### src/rtl/fpu_pkg.sv
`default_nettype none
// ============================================================================
// Module      : fpu_pkg
// Description : Shared constants, tag record and IEEE-754 single classifiers.
// Revision    : 1.0
// ============================================================================
package fpu_pkg;

    localparam logic [31:0] QNAN    = 32'h7FC0_0000;
    localparam int          FLG_INV = 3;
    localparam int          FLG_DZ  = 2;
    localparam int          FLG_OVF = 1;
    localparam int          FLG_UNF = 0;
    localparam int          OWNER_W = 3;

    // One in-flight op; special ops carry their final result with them.
    typedef struct packed {
        logic               valid;
        logic [OWNER_W-1:0] owner;
        logic               special;
        logic [31:0]        sres;
        logic               inv;
        logic               dz;
    } tag_t;

    function automatic logic is_nan(input logic [31:0] x);
        return (x[30:23] == 8'hFF) && (x[22:0] != 23'd0);
    endfunction

    function automatic logic is_inf(input logic [31:0] x);
        return (x[30:23] == 8'hFF) && (x[22:0] == 23'd0);
    endfunction

    function automatic logic is_zero(input logic [31:0] x);
        return x[30:0] == 31'd0;
    endfunction

endpackage
`default_nettype wire

### src/rtl/rr_arbiter.sv
`default_nettype none
// ============================================================================
// Module      : rr_arbiter
// Description : Round-robin arbiter, one-hot combinational grant.
// Revision    : 1.0
// ============================================================================
module rr_arbiter #(
    parameter int N = 4
) (
    input  logic         clk,
    input  logic         rst,
    input  logic [N-1:0] req,
    output logic [N-1:0] gnt
);

    localparam int PW = (N > 1) ? $clog2(N) : 1;

    logic [PW-1:0] r_ptr;
    logic [PW-1:0] w_gidx;
    logic [PW:0]   w_idx;
    logic          w_found;

    // Scan from the pointer upward, wrapping modulo N.
    always_comb begin
        gnt     = '0;
        w_found = 1'b0;
        w_gidx  = '0;
        w_idx   = '0;
        for (int k = 0; k < N; k++) begin
            w_idx = {1'b0, r_ptr} + (PW+1)'(k);
            if (w_idx >= (PW+1)'(N)) begin
                w_idx = w_idx - (PW+1)'(N);
            end
            if (!w_found && req[w_idx[PW-1:0]]) begin
                gnt[w_idx[PW-1:0]] = 1'b1;
                w_found            = 1'b1;
                w_gidx             = w_idx[PW-1:0];
            end
        end
    end

    always_ff @(posedge clk) begin
        if (rst) begin
            r_ptr <= '0;
        end else if (w_found) begin
            r_ptr <= (w_gidx == PW'(N-1)) ? '0 : w_gidx + 1'b1;
        end
    end

endmodule
`default_nettype wire

### src/rtl/fdiv_share_sched.sv
`default_nettype none
// ============================================================================
// Module      : fdiv_share_sched
// Description : Shares one pipelined FP32 divider among NREQ requesters.
// Revision    : 1.0
// ============================================================================
module fdiv_share_sched
    import fpu_pkg::*;
#(
    parameter int XLEN    = 32,
    parameter int NREQ    = 4,
    parameter int LATENCY = 4
) (
    input  logic                 clk,
    input  logic                 rst,
    input  logic [NREQ-1:0]      req_valid,
    output logic [NREQ-1:0]      req_ready,
    input  logic [NREQ*XLEN-1:0] req_a,
    input  logic [NREQ*XLEN-1:0] req_b,
    output logic [XLEN-1:0]      div_a,
    output logic [XLEN-1:0]      div_b,
    input  logic [XLEN-1:0]      div_result,
    input  logic                 div_ovf,
    input  logic                 div_unf,
    output logic [NREQ-1:0]      rsp_valid,
    output logic [XLEN-1:0]      rsp_result,
    output logic [3:0]           rsp_flags,
    output logic                 busy
);

    logic [NREQ-1:0]    w_req;
    logic [NREQ-1:0]    w_gnt;
    logic               w_issue;
    logic [OWNER_W-1:0] w_owner;
    logic [XLEN-1:0]    w_a;
    logic [XLEN-1:0]    w_b;
    logic               w_inv;
    logic               w_dz;
    tag_t               w_new_tag;
    tag_t               w_ret;
    logic [3:0]         w_flags;

    logic [XLEN-1:0]    r_div_a;
    logic [XLEN-1:0]    r_div_b;
    tag_t               r_tag [LATENCY];
    logic [NREQ-1:0]    r_rsp_valid;
    logic [XLEN-1:0]    r_rsp_result;
    logic [3:0]         r_rsp_flags;

    // Requests are masked during reset so no grant is visible then.
    assign w_req = req_valid & {NREQ{~rst}};

    rr_arbiter #(
        .N (NREQ)
    ) u_arb (
        .clk (clk),
        .rst (rst),
        .req (w_req),
        .gnt (w_gnt)
    );

    assign req_ready = w_gnt;
    assign w_issue   = |w_gnt;

    always_comb begin
        w_owner = '0;
        w_a     = '0;
        w_b     = '0;
        for (int i = 0; i < NREQ; i++) begin
            if (w_gnt[i]) begin
                w_owner = OWNER_W'(i);
                w_a     = req_a[i*XLEN +: XLEN];
                w_b     = req_b[i*XLEN +: XLEN];
            end
        end
    end

    // x/0 only counts as divide-by-zero for a finite non-zero dividend.
    assign w_inv = is_nan(w_a) || is_nan(w_b) ||
                   (is_zero(w_a) && is_zero(w_b)) ||
                   (is_inf(w_a) && is_inf(w_b));
    assign w_dz  = is_zero(w_b) && !is_zero(w_a) && !is_inf(w_a) && !is_nan(w_a);

    always_comb begin
        w_new_tag = '0;
        if (w_issue) begin
            w_new_tag.valid   = 1'b1;
            w_new_tag.owner   = w_owner;
            w_new_tag.special = w_inv || w_dz;
            w_new_tag.sres    = w_inv ? QNAN : {w_a[31] ^ w_b[31], 8'hFF, 23'd0};
            w_new_tag.inv     = w_inv;
            w_new_tag.dz      = w_dz && !w_inv;
        end
    end

    always_ff @(posedge clk) begin
        if (rst) begin
            r_div_a <= '0;
            r_div_b <= '0;
            for (int s = 0; s < LATENCY; s++) begin
                r_tag[s] <= '0;
            end
        end else begin
            if (w_issue) begin
                r_div_a <= w_a;
                r_div_b <= w_b;
            end
            r_tag[0] <= w_new_tag;
            for (int s = 1; s < LATENCY; s++) begin
                r_tag[s] <= r_tag[s-1];
            end
        end
    end

    assign w_ret = r_tag[LATENCY-1];

    always_comb begin
        w_flags          = '0;
        w_flags[FLG_INV] = w_ret.inv;
        w_flags[FLG_DZ]  = w_ret.dz;
        w_flags[FLG_OVF] = !w_ret.special && div_ovf;
        w_flags[FLG_UNF] = !w_ret.special && div_unf;
    end

    always_ff @(posedge clk) begin
        if (rst) begin
            r_rsp_valid  <= '0;
            r_rsp_result <= '0;
            r_rsp_flags  <= '0;
        end else begin
            for (int i = 0; i < NREQ; i++) begin
                r_rsp_valid[i] <= w_ret.valid && (w_ret.owner == OWNER_W'(i));
            end
            if (w_ret.valid) begin
                r_rsp_result <= w_ret.special ? w_ret.sres : div_result;
                r_rsp_flags  <= w_flags;
            end
        end
    end

    always_comb begin
        busy = 1'b0;
        for (int s = 0; s < LATENCY; s++) begin
            busy = busy | r_tag[s].valid;
        end
    end

    assign div_a      = r_div_a;
    assign div_b      = r_div_b;
    assign rsp_valid  = r_rsp_valid;
    assign rsp_result = r_rsp_result;
    assign rsp_flags  = r_rsp_flags;

endmodule
`default_nettype wire
### config.mk
export PLATFORM = sky130hd
export DESIGN_NAME = fdiv_share_sched
export DESIGN_NICKNAME = d
export VERILOG_FILES = /design/src/rtl/fpu_pkg.sv /design/src/rtl/rr_arbiter.sv /design/src/rtl/fdiv_share_sched.sv
export SDC_FILE = /design/constraint.sdc
export NUM_CORES = 1
export LEC_CHECK = 0
export BUFFER_PORTS_ARGS = -buffer_cell sky130_fd_sc_hd__buf_2
export CELL_PAD_IN_SITES_DETAIL_PLACEMENT = 0
export CELL_PAD_IN_SITES_GLOBAL_PLACEMENT = 1
export CORE_UTILIZATION = 25
export CTS_BUF_LIST = sky130_fd_sc_hd__clkbuf_2
export DETAILED_ROUTE_END_ITERATION = 12
export PLACE_DENSITY_LB_ADDON = 0.15
export SLEW_MARGIN = 20
export SYNTH_ARGS = -nofsm -noshare
export SYNTH_HDL_FRONTEND = slang
export SYNTH_SLANG_ARGS = --single-unit
### constraint.sdc
create_clock -name clk -period 9.5 [get_ports clk]
set_input_delay 0.475 -clock clk [delete_from_list [all_inputs] [get_ports clk]]
set_output_delay 0.475 -clock clk [all_outputs]
set_load 0.005 [all_outputs]
* Yosys cells after proc, flatten, opt, wreduce, memory -nomap -nowiden *
Memories as Yosys holds them, arrays and structs flattened.
Cells that the tools add are included.

operators by class
  $add $sub $neg = 8
  magnitude comparators = 12
  eq/ne operators = 6
  mux-type cells = 54
  bitwise operators = 13
  reduce and logical (&&, ||, !) cells = 43

operators with widths
  cell                 number
  $mux 32              10
  $mux 39              5
  $logic_not 31->1     2
  $logic_not 23->1     2
  $reduce_bool 23->1   2
  $logic_and 1x1->1    23
  $mux 2               9
  $eq 8x8->1 const B   2
  $mux 1               16
  $mux 4               4
  $lt 2x3->1 const B   4
  $or 4x4->4           3
  $ge 3x3->1 const B   3
  $bmux 1 s2           4
  $demux 1 s2          4
  $ge 2x1->1 const B   4
  $logic_not 1->1      8
  $sub 2x1->2 const B  4
  $or 1x1->1           7
  $add 2x2->3 const B  2
  $eq 3x2->1 const B   2
  $mux 3               2
  $and 4x4->4          1
  $logic_or 1x1->1     4
  9 further kinds      9

storage, ports and cells
  bits in registers = 106
  bits in writable memories = 156
  input port bits = 296
  output and inout bits = 109
  logic and storage cells = 143
  memories = 1

memory list
  memory  depth  bits a word  read ports  clocked after Yosys merged registers in  write ports  line                    text
  r_tag   4      39           4           0                                        4            fdiv_share_sched.sv:45  tag_t r_tag [LATENCY];

* Longest topological paths before layout *
Gate-level depths: netlist (run 1).

  word-level depth = 27
  depth in mapped cells = 17
  depth with buffers taken out = 13

* Hierarchy *
From an unflattened synthesis (run 1), not the netlist that was laid out.

unflattened totals
  cells, all modules = 808
  area, all modules = 6,830.3 µm²

modules (own cells, without submodules)
  module            instances  cells an instance  area an instance (µm²)  seq. area each (µm²)
  fdiv_share_sched  1          755                6,336.1                 2,642.5
  rr_arbiter        1          53                 494.2                   40.0

* Worst setup path before layout (run 1) *
OpenSTA, ideal clock, no wires.

  path kind = reg2reg
  from = register (tool-made name)
  to = memory r_tag[0][33] in the netlist's numbering
  library setup time = 0.116 ns
  arrival = 4.058 ns
  required time = 9.384 ns
  setup slack = 5.326 ns
  stages on the path, launching flop included = 17
  path buffers = 3
  period minus slack after synthesis = 4.174 ns
  cell sequence = dfxtp_1 -> buf_2 -> inv_1 -> ha_1 -> mux4_2 -> and3b_1 -> mux2_2 -> a221oi_4 -> inv_2 -> buf_6 -> nor4_4 -> buf_4 -> a221oi_1 -> nor4_1 -> nand4_1 -> o21a_1 -> o211a_1

RTL lines
  what       line
  to (decl)  fdiv_share_sched.sv:45

==> impl_results.md, run 1 <==
- TritonCTS clock tree: done
- Count leader, synth: nand2_1
- DR WL/cell: roughly 20 microns
- Clock Skews: 0.0474 ns
- Clk pin slew, worst setup/hold paths: 0.26 ns
- TritonCTS Buffers: 17
- Total routed wirelength: roughly 37 mm
- Min Clock Period, post-route: between 6 and 7 ns
- DRC: 0
- Via count: 9158
- Post-route ant nets: 0
- RSZ-0062 raised after global routing: no
- VDD IR-drop max: 0.157 mV
- Seq/Total Area, Yosys: 0.345
- Longest Clk Path Bufs: 2
- Grt ovf: 0
- Fillers: approximately 3.4k
- Largest area contributor in the netlist: dfxtp_1
- Pwr/cell area: approximately 290 mW/mm^2
- Yosys top cell area share: 0.345
- Critical path class: flip-flop to flip-flop
- Synth Instances: just over 1k
- Largest net degree at the start of global routing: roughly 90
- Syn nets: between 1k and 1.5k
- Maximum clock rate: 153 MHz
- Via-to-Cell Ratio: approximately 5.0
- Outcome: finished, final reports clean
- Proportion of layout cells with a drive suffix above 1: 0.334
- Final setup TNS: 0 ns
- Synth cell count leaders: 151 x nand2_1, 134 x dfxtp_1, 81 x nor2_1, 74 x a21oi_1, 68 x clkbuf_1
- GPL Wtd Cong: a little under 0.9
- I/O Buffers: between 400 and 500
- Endpoint class of the critical path: flip-flop
- Starting density of the core: 0.254
- Worst reg2reg path depth: 15
- IO Pins: 405
- Cts repair resizes: 0
- Setup bufs post-CTS: 0
- DR pass1 iterations: 7
- Synth Warn #: 0
- Hold Path Class: primary input to flip-flop
- Vias in the first global route: ~9k
- Final hold viol count: 0
- Reg-to-reg endpoint: r_tag[0][33]
- Initial antenna violation count: 6
- Clk sink count: about 130
- Synthesized area per cell: roughly 7.6 sq um
- Flop2flop setup slack: between 2 and 3 ns
- First-pass GRT wire length: approximately 54 mm
- HP Start: req_b[100]
- CP startpoint kind: flip-flop
- Period utilization: 0.690
- Crit path max fanout: 46
- Worst skew pair latency: slightly above 0.7 ns
- Core Area: 0.0306 sq mm
- Root Driver: clkbuf_2
- Final setup violation count: 0
- Arr. time, crit path: a little over 7 ns
- Endpoint, Worst Hold: div_b[4]
- Vert. Die Dim: 178 microns
- Synth Register Bits: 134
- Area growth syn-to-layout: 39.2%
- Worst-Margin Slew: between 1 and 1.5 ns
- Slew Limit Fails: 0
- Distinct cells, synth: 68
- Worst setup margin: between 2 and 3 ns
- Leakage: ~0.0052 uW
- Post-synthesis cell area: around 0.0078 sq mm
- Die width: roughly 180 microns
- Post-DP HPWL: ~28 mm
- GRT Overall Usage: 0.227
- Data required time of the critical path: between 10 and 15 ns
- MaxCap Viol Count: 0
- H-tree Lvls: 4
- Nets: around 1.7k
- Slew HR: 0.280
- Post-synth EDFFs: 0
- DP Worst Slack: 2.99 ns
- Hold path depth: 3
- Std-Cell Rows: 64
- Main synth FF type: dfxtp_1
- Die area: between 0.03 and 0.04 sq mm
- Top cells by area, synth: dfxtp_1 34%, nand2_1 7.3%, a21oi_1 4.8%
- Starting DRT DRC Count: 586
- Hold buffers post-CTS: 37
- Post-synth ARST share: 0
[final cells by class]
type                            count  area [sq um]  share of cell area
Antenna cell                        6          15.0             0.00139
Clock buffer                       17          85.1             0.00786
Inverter                           46           173              0.0160
Clock inverter                     15           155              0.0143
Timing Repair Buffer              467          2630               0.242
Multi-Input combinational cell    754          4590               0.424
Tap cell                          396           495              0.0458
Sequential cell                   134          2680               0.248
[kinds of logic (layout without fill, tap and decap cells)]
group / after synthesis / in the layout / synth area share
AO/OA/AOI/OAI: 309 / 309 / 0.280
other: 0 / 6 / 0
buffers and inverters: 133 / 545 / 0.0693
XOR/XNOR: 1 / 1 / 0.00113
multiplexers: 11 / 11 / 0.0195
AND/OR/NAND/NOR: 426 / 426 / 0.274
flip-flops: 134 / 134 / 0.345
adder cells (fa/ha/maj): 7 / 7 / 0.0113
[worst max-delay path: stages (launching register included)]
cell	delay (ns)
dfxtp_1	0.73
inv_1	0.27
ha_1	0.48
mux4_2	0.61
nand3b_1	0.17
a21oi_4	0.07
buf_4	0.32
nor3_4	0.87
inv_2	0.45
buf_4	0.42
o311ai_0	0.92
a22oi_1	0.32
nand4_1	0.25
nor4_2	0.11
and2_1	0.18
o211a_1	0.22
[power breakdown]
| group | switching, uW | total, uW | internal [uW] |
|---|---|---|---|
| combinational | 1230 | 1970 | 736 |
| clock | 270 | 378 | 107 |
| sequential | 98.9 | 819 | 721 |
| total | 1600 | 3170 | 1560 |
[how the worst max path moves through the flow]
stage              start            to  slack (ns)
6_report       flip-flop  r_tag[0][33]        2.94
5_1_grt        flip-flop  r_tag[0][33]        2.51
4_1_cts        flip-flop  r_tag[0][33]        2.92
3_5_place_dp   flip-flop  r_tag[0][33]        2.99
3_3_place_gp   flip-flop  r_tag[0][33]        3.08
2_1_floorplan  flip-flop  r_tag[0][33]        5.33
[per-stage QoR]
stage,area (sq um),total power (uW),util,std cells,hold slack [ns]
floorplan,7780,2050,-,1021,0.414
global placement,10100,2770,0.329,1748,0.418
detailed placement,10100,2760,0.329,1748,0.422
CTS,10700,3170,0.349,1817,0.000315
global route,10800,3430,0.354,1834,0.000945
finish,10800,3170,0.354,1835,0.0890
[flip-flops by register name, summed over array words and instances (netlist names), named ones only]
| signal | flops |
|---|---|
| div_b | 32 |
| u_arb.r_ptr | 1 |
| rsp_result | 32 |
| r_tag | 28 |
| rsp_valid | 4 |
| rsp_flags | 4 |
| div_a | 32 |
[per-layer routing]
layer | global-route usage | share of wire | vias to the layer above
li1 | - | - | 4476
met1 | 0.296 | 0.45 | 4272
met2 | 0.365 | 0.46 | 372
met3 | 0.0529 | 0.069 | 38
met4 | 0.0745 | 0.023 | 0
met5 | 0 | 0 | -
[layout by cell type (no fill, tap or decap), drive strengths merged, types with 4 or more instances in the layout]
| master | Yosys | final |
|---|---|---|
| a211oi | 9 | 9 |
| a221oi | 17 | 17 |
| and2 | 15 | 15 |
| a21o | 12 | 12 |
| o21ai | 23 | 23 |
| nor2 | 81 | 81 |
| nor3b | 4 | 4 |
| ha | 7 | 7 |
| dlygate4sd3 | 0 | 47 |
| a21boi | 9 | 9 |
| and3 | 11 | 11 |
| a21oi | 76 | 76 |
| nand2 | 151 | 151 |
| clkbuf | 68 | 18 |
| o2bb2ai | 7 | 7 |
| nand3 | 11 | 11 |
| diode | 0 | 6 |
| buf | 19 | 419 |
| o31ai | 45 | 45 |
| nor4 | 18 | 18 |
| dfxtp | 134 | 134 |
| o311ai | 29 | 29 |
| nor3 | 21 | 21 |
| nand4 | 14 | 14 |
| a22oi | 34 | 34 |
| inv | 45 | 56 |
| o22ai | 21 | 21 |
| nand2b | 38 | 38 |
| nor2b | 48 | 48 |
| o31a | 6 | 6 |
| mux2i | 5 | 5 |
| a31o | 6 | 6 |
Note: power is estimated with default switching activity, not from simulation.
==> inputs of run 2 (changes only) <==
==> constraint.sdc (replaced) <==
create_clock -name clk -period 5.9 [get_ports clk]
set_input_delay 0.295 -clock clk [delete_from_list [all_inputs] [get_ports clk]]
set_output_delay 0.295 -clock clk [all_outputs]
set_load 0.005 [all_outputs]
==> impl_results.md, run 2 (synthesis gave the netlist of run 1 again) <==
- Pwr/cell area: 467 mW/mm^2 (was 292 mW/mm^2)
- Post-route ant nets: 0 (unchanged)
- Arr. time, crit path: 5.99 ns (was 7.16 ns)
- Worst-Margin Slew: 0.961 ns (was 1.08 ns)
- Post-DP HPWL: 28.8 mm (was 28.1 mm)
- Critical path class: flip-flop to flip-flop (unchanged)
- Crit path max fanout: 45 (was 46)
- TritonCTS Buffers: 17 (unchanged)
- Endpoint class of the critical path: flip-flop (unchanged)
- MaxCap Viol Count: 0 (unchanged)
- Most frequent cells in the layout: 403 x buf_2, 166 x dlygate4sd3_1, 151 x nand2_1 (was 403 x buf_2, 151 x nand2_1, 134 x dfxtp_1)
- Root Driver: clkbuf_2 (unchanged)
- Via-to-Cell Ratio: 4.95 (was 4.99)
- RSZ-0062 raised after global routing: no (unchanged)
- Sequential cell area: 0.00268 sq mm (unchanged)
- Proportion of layout cells with a drive suffix above 1: 0.311 (was 0.334)
- Area growth syn-to-layout: 55.3% (was 39.2%)
- Min Clock Period, post-route: 5.33 ns (was 6.56 ns)
- Final setup violation count: 0 (unchanged)
- Hold path depth: 4 (was 3)
- Nets: 1848 (was 1723)
- CP startpoint kind: flip-flop (unchanged)
- Grt ovf: 0 (unchanged)
- Clk sink count: 134 (unchanged)
- GRT Overall Usage: 0.233 (was 0.227)
- Starting density of the core: 0.254 (unchanged)
- Starting DRT DRC Count: 660 (was 586)
- Worst skew pair latency: 0.73 ns (was 0.72 ns)
- Cell Count, Final, Fillers Out: 1964 (was 1835)
- Data required time of the critical path: 6.56 ns (was 10.10 ns)
- Final hold viol count: 0 (unchanged)
- Final instance area: 0.0121 sq mm (was 0.0108 sq mm)
- First-pass GRT wire length: 55.6 mm (was 53.6 mm)
- HP Start: req_b[118] (was req_b[100])
- Flop2flop setup slack: 0.57 ns (was 2.94 ns)
- Initial antenna violation count: 10 (was 6)
- TritonCTS clock tree: done (unchanged)
- Clk pin slew, worst setup/hold paths: 0.27 ns (was 0.26 ns)
- Fillers: 3311 (was 3366)
- Maximum clock rate: 188 MHz (was 153 MHz)
- Std-Cell Rows: 64 (unchanged)
- Multi-input logic area: 0.00459 sq mm (unchanged)
- Cell area after placement: 0.0101 sq mm (about the same)
- Period utilization: 0.903 (was 0.690)
- IO Pins: 405 (unchanged)
- Final setup TNS: 0 ns (unchanged)
- Total routed wirelength: 38.3 mm (was 37.3 mm)
- Via count: 9721 (was 9158)
- Commonest non-fill, non-tap cell in the layout: buf_2 (unchanged)
- Hold Path Class: primary input to flip-flop (unchanged)
- Metal2 WL: 18.0 mm (was 17.3 mm)
- DR WL/cell: 19.5 microns (was 20.3 microns)
- Endpoint, Worst Hold: div_b[22] (was div_b[4])
- VDD IR-drop max: 0.222 mV (was 0.157 mV)
- H-tree Lvls: 4 (unchanged)
- DRT met1 WL: 16.7 mm (was 16.6 mm)
- Largest net degree at the start of global routing: 84 (was 89)
- Top sig layer: met5 (was met4)
- Clock Skews: 0.0381 ns (was 0.0474 ns)
- Setup bufs post-CTS: 0 (unchanged)
- DRC: 0 (unchanged)
- Outcome: finished, final reports clean (unchanged)
- Placed cell count: 1756 (was 1748)
- Die area: 0.0318 sq mm (unchanged)
- Vert. Die Dim: 178 microns (unchanged)
- Vias in the first global route: 9387 (was 8961)
- Reg-to-reg endpoint: div_a[10] (was r_tag[0][33])
- I/O Buffers: 404 (unchanged)
- Longest Clk Path Bufs: 2 (unchanged)
- Hold buffers post-CTS: 165 (was 37)
- Core Area: 0.0306 sq mm (unchanged)
- Cts repair resizes: 0 (unchanged)
- Met3 routed WL: 2.63 mm (was 2.56 mm)
- Leakage: 0.00577 uW (was 0.00522 uW)
- Die width: 178 microns (unchanged)
- Worst reg2reg path depth: 15 (unchanged)
- Slew Limit Fails: 0 (unchanged)
- DR pass1 iterations: 5 (was 7)
- GPL Wtd Cong: 0.877 (was 0.880)
- Slew HR: 0.360 (was 0.280)
run 2: cell types whose count changed in the layout (fill, tap and decap cells not counted), moves of 2 or more:
cell	previous run	this run
diode_2	6	10
clkinv_8	0	3
inv_6	7	5
buf_4	15	22
dlygate4sd3_1	47	166
run 2: per-layer routing:
layer / vias to the layer above / GRT usage
met2: 406 / 0.380
met1: 4529 / 0.300
li1: 4734 / -
met5: - / 0
met4: 2 / 0.0749
met3: 50 / 0.0552
run 2: worst max-delay path by stage:
stage,endpoint,slack (ns),cells past startpoint
after global routing,div_a[5],0.08,15
final,div_a[10],0.57,15
after global placement,r_tag[0][24],0.99,16
after CTS,div_b[7],0.54,15
after detailed placement,r_tag[0][24],0.94,15
after floorplan,r_tag[0][33],1.73,16
run 2: report_power, final:
part	internal, uW	switching [uW]
combinational	1630	2110
sequential	1160	141
clock	137	452
run 2: stage by stage:
step	hold WS (ns)	utilization	setup WS (ns)	power [uW]
global placement	0.421	0.332	0.992	4530
global route	0.0222	0.395	0.0795	6070
detailed placement	0.420	0.332	0.938	4510
finish	0.0688	0.395	0.571	5630
CTS	0.000419	0.394	0.541	5630
floorplan	0.414	-	1.73	3290
run 2: worst max-delay path: stages (launching register included):
cell           delay (ns)
dfxtp_1              0.37
buf_4                0.21
inv_1                0.17
ha_1                 0.45
mux4_2               0.62
and3b_1              0.23
mux2_2               0.29
a221oi_4             0.23
buf_4                0.46
nand2_1              0.24
nor3_2               0.16
buf_4                0.25
clkinv_1             0.64
nor2_1               0.30
a211oi_1             0.07
dlygate4sd3_1        0.59
run 2: layout make-up:
cell class | count | area share
Multi-Input combinational cell | 754 | 0.380
Timing Repair Buffer | 592 | 0.320
Sequential cell | 134 | 0.222
Tap cell | 396 | 0.0410
Inverter | 46 | 0.0143
Clock inverter | 15 | 0.0131
Clock buffer | 17 | 0.00705
Antenna cell | 10 | 0.00207
==> inputs of run 3 (changes only) <==
--- a/config.mk
+++ b/config.mk
@@ -11,7 +11,7 @@
 export CORE_UTILIZATION = 25
 export CTS_BUF_LIST = sky130_fd_sc_hd__clkbuf_2
 export DETAILED_ROUTE_END_ITERATION = 12
-export PLACE_DENSITY_LB_ADDON = 0.15
+export PLACE_DENSITY_LB_ADDON = 0.3
 export SLEW_MARGIN = 20
 export SYNTH_ARGS = -nofsm -noshare
 export SYNTH_HDL_FRONTEND = slang
==> impl_results.md, run 3 (synthesis gave the netlist of run 1 again) <==
- Pwr/cell area: 475 mW/mm^2 (was 467 mW/mm^2)
- Vert. Die Dim: 178 microns (unchanged)
- Fillers: 3301 (was 3311)
- Die area: 0.0318 sq mm (unchanged)
- I/O Buffers: 404 (unchanged)
- Root Driver: clkbuf_2 (unchanged)
- Via count: 9770 (was 9721)
- DRC: 0 (unchanged)
- Vias in the first global route: 9535 (was 9387)
- GRT Overall Usage: 0.234 (was 0.233)
- GPL Wtd Cong: 0.950 (was 0.877)
- Proportion of layout cells with a drive suffix above 1: 0.312 (was 0.311)
- WHS: 0.0602 ns (was 0.0688 ns)
- Crit path max fanout: 15 (was 45)
- Final setup TNS: 0 ns (unchanged)
- Reg-to-reg endpoint: r_tag[0][33] (was div_a[10])
- Clk sink count: 134 (unchanged)
- Starting density of the core: 0.254 (unchanged)
- Final setup violation count: 0 (unchanged)
- Outcome: finished, final reports clean (unchanged)
- First-pass GRT wire length: 56.0 mm (was 55.6 mm)
- CP startpoint kind: flip-flop (unchanged)
- Slew HR: 0.453 (was 0.360)
- HP Start: req_a[21] (was req_b[118])
- Std-Cell Rows: 64 (unchanged)
- TritonCTS Buffers: 17 (unchanged)
- Internal cell power: 2960 uW (was 2930 uW)
- Leakage: 0.00568 uW (was 0.00577 uW)
- Final hold viol count: 0 (unchanged)
- Data required time of the critical path: 6.52 ns (was 6.56 ns)
- Via-to-Cell Ratio: 5.02 (was 4.95)
- Largest net degree at the start of global routing: 74 (was 84)
- MaxCap Viol Count: 0 (unchanged)
- Slew Limit Fails: 0 (unchanged)
- Nets: 1833 (was 1848)
- Min Clock Period, post-route: 5.47 ns (was 5.33 ns)
- Endpoint, Worst Hold: div_a[21] (was div_b[22])
- Cell Count, Final, Fillers Out: 1946 (was 1964)
- Clock Skews: 0.0641 ns (was 0.0381 ns)
- Initial antenna violation count: 10 (unchanged)
- Worst-Margin Slew: 0.820 ns (was 0.961 ns)
- Area growth syn-to-layout: 53.5% (was 55.3%)
- Core Area: 0.0306 sq mm (unchanged)
- RSZ-0062 raised after global routing: no (unchanged)
- Clk pin slew, worst setup/hold paths: 0.27 ns (about the same)
- Net Sw Frac: 0.477 (was 0.480)
- Period utilization: 0.926 (was 0.903)
- DR pass1 iterations: 5 (unchanged)
- Worst skew pair latency: 0.75 ns (was 0.73 ns)
- Hold Path Class: primary input to flip-flop (unchanged)
- Total routed wirelength: 38.1 mm (was 38.3 mm)
- Worst reg2reg path depth: 15 (unchanged)
- Grt ovf: 0 (unchanged)
- Hold path depth: 5 (was 4)
- Sequential share of power: 0.231 (about the same)
- Arr. time, crit path: 6.08 ns (was 5.99 ns)
- DR WL/cell: 19.6 microns (was 19.5 microns)
- Maximum clock rate: 183 MHz (was 188 MHz)
- Critical path class: flip-flop to flip-flop (unchanged)
- H-tree Lvls: 4 (unchanged)
- Most frequent cells in the layout: 403 x buf_2, 155 x dlygate4sd3_1, 151 x nand2_1 (was 403 x buf_2, 166 x dlygate4sd3_1, 151 x nand2_1)
- TritonCTS clock tree: done (unchanged)
- Post-route ant nets: 0 (unchanged)
- Post-DP HPWL: 28.1 mm (was 28.8 mm)
- Final instance area: 0.0119 sq mm (was 0.0121 sq mm)
- Flop2flop setup slack: 0.43 ns (was 0.57 ns)
- Die width: 178 microns (unchanged)
- Placed cell count: 1752 (was 1756)
- Commonest non-fill, non-tap cell in the layout: buf_2 (unchanged)
- Endpoint class of the critical path: flip-flop (unchanged)
- Setup bufs post-CTS: 0 (unchanged)
- VDD IR-drop max: 0.242 mV (was 0.222 mV)
- Longest Clk Path Bufs: 2 (unchanged)
- IO Pins: 405 (unchanged)
- Cell area after placement: 0.0101 sq mm (about the same)
- Switching pwr: 2710 uW (about the same)
- Logic gate share of total power: 0.657 (was 0.665)
- Starting DRT DRC Count: 753 (was 660)
- Clock Power Share: 0.112 (was 0.105)
-- run 3: what timing repair did --
item | in CTS | in global routing
endpoints found under the hold margin | 94 | 0
hold buffers | 155 | 0
setup endpoints to repair | 0 | 6
gates resized for setup | 0 | 2
-- run 3: layer usage --
layer / vias up / wire [microns] / part of all wire / global-route usage
li1: 4696 / - / - / -
met1: 4566 / 16200 / 0.42 / 0.294
met2: 446 / 18000 / 0.47 / 0.386
met3: 60 / 2840 / 0.074 / 0.0514
met4: 2 / 1110 / 0.029 / 0.0897
met5: - / 16 / 0.00042 / 0
-- run 3: final cells by class --
class | instances | area (sq um) | area share
tap | 396 | 495 | 0.0415
inverter | 46 | 176 | 0.0148
clock buffer | 17 | 85.1 | 0.00712
timing repair buffer | 577 | 3710 | 0.311
multi-input combinational | 754 | 4590 | 0.385
sequential | 134 | 2680 | 0.225
antenna | 7 | 17.5 | 0.00147
clock inverter | 15 | 175 | 0.0147
-- run 3: stage by stage --
stage	utilization	setup slack [ns]	total power (uW)
floorplan	-	1.73	3290
global placement	0.330	0.530	4490
detailed placement	0.330	0.544	4480
CTS	0.390	0.192	5680
global route	0.390	0.000115	6120
finish	0.390	0.434	5670
-- run 3: power groups by stage --
| stage | sequential (uW) | clock, uW | combinational, uW |
|---|---|---|---|
| after global routing | 1340 | 704 | 4070 |
| final | 1310 | 635 | 3720 |
| after CTS | 1310 | 665 | 3700 |
| after global placement | 1330 | 0 | 3160 |
| after floorplan | 1310 | 0 | 1980 |
| after detailed placement | 1330 | 0 | 3160 |
-- run 3: worst max-delay path: stages, from the launching register on --
cell and delay [ns]:
dfxtp_1 0.72, inv_1 0.25, ha_1 0.48, mux4_2 0.61, and3b_1 0.22, mux2_2 0.28
a221oi_4 0.23, inv_2 0.09, nor4_4 0.53, buf_4 0.33, a22oi_1 0.10, dlygate4sd3_1 0.60
o21ai_0 0.19, nand4_1 0.32, o21a_1 0.23, o211a_1 0.21
-- run 3: how the worst max path moves through the flow --
| stage | start | end | slack (ns) | cells after the start |
|---|---|---|---|---|
| 2_1_floorplan | flip-flop | r_tag[0][33] | 1.73 | 16 |
| 3_5_place_dp | flip-flop | r_tag[0][33] | 0.54 | 14 |
| 3_3_place_gp | flip-flop | r_tag[0][33] | 0.53 | 13 |
| 5_1_grt | flip-flop | r_tag[0][33] | 0.0001 | 15 |
| 6_report | flip-flop | r_tag[0][33] | 0.43 | 15 |
| 4_1_cts | flip-flop | div_a[5] | 0.19 | 14 |
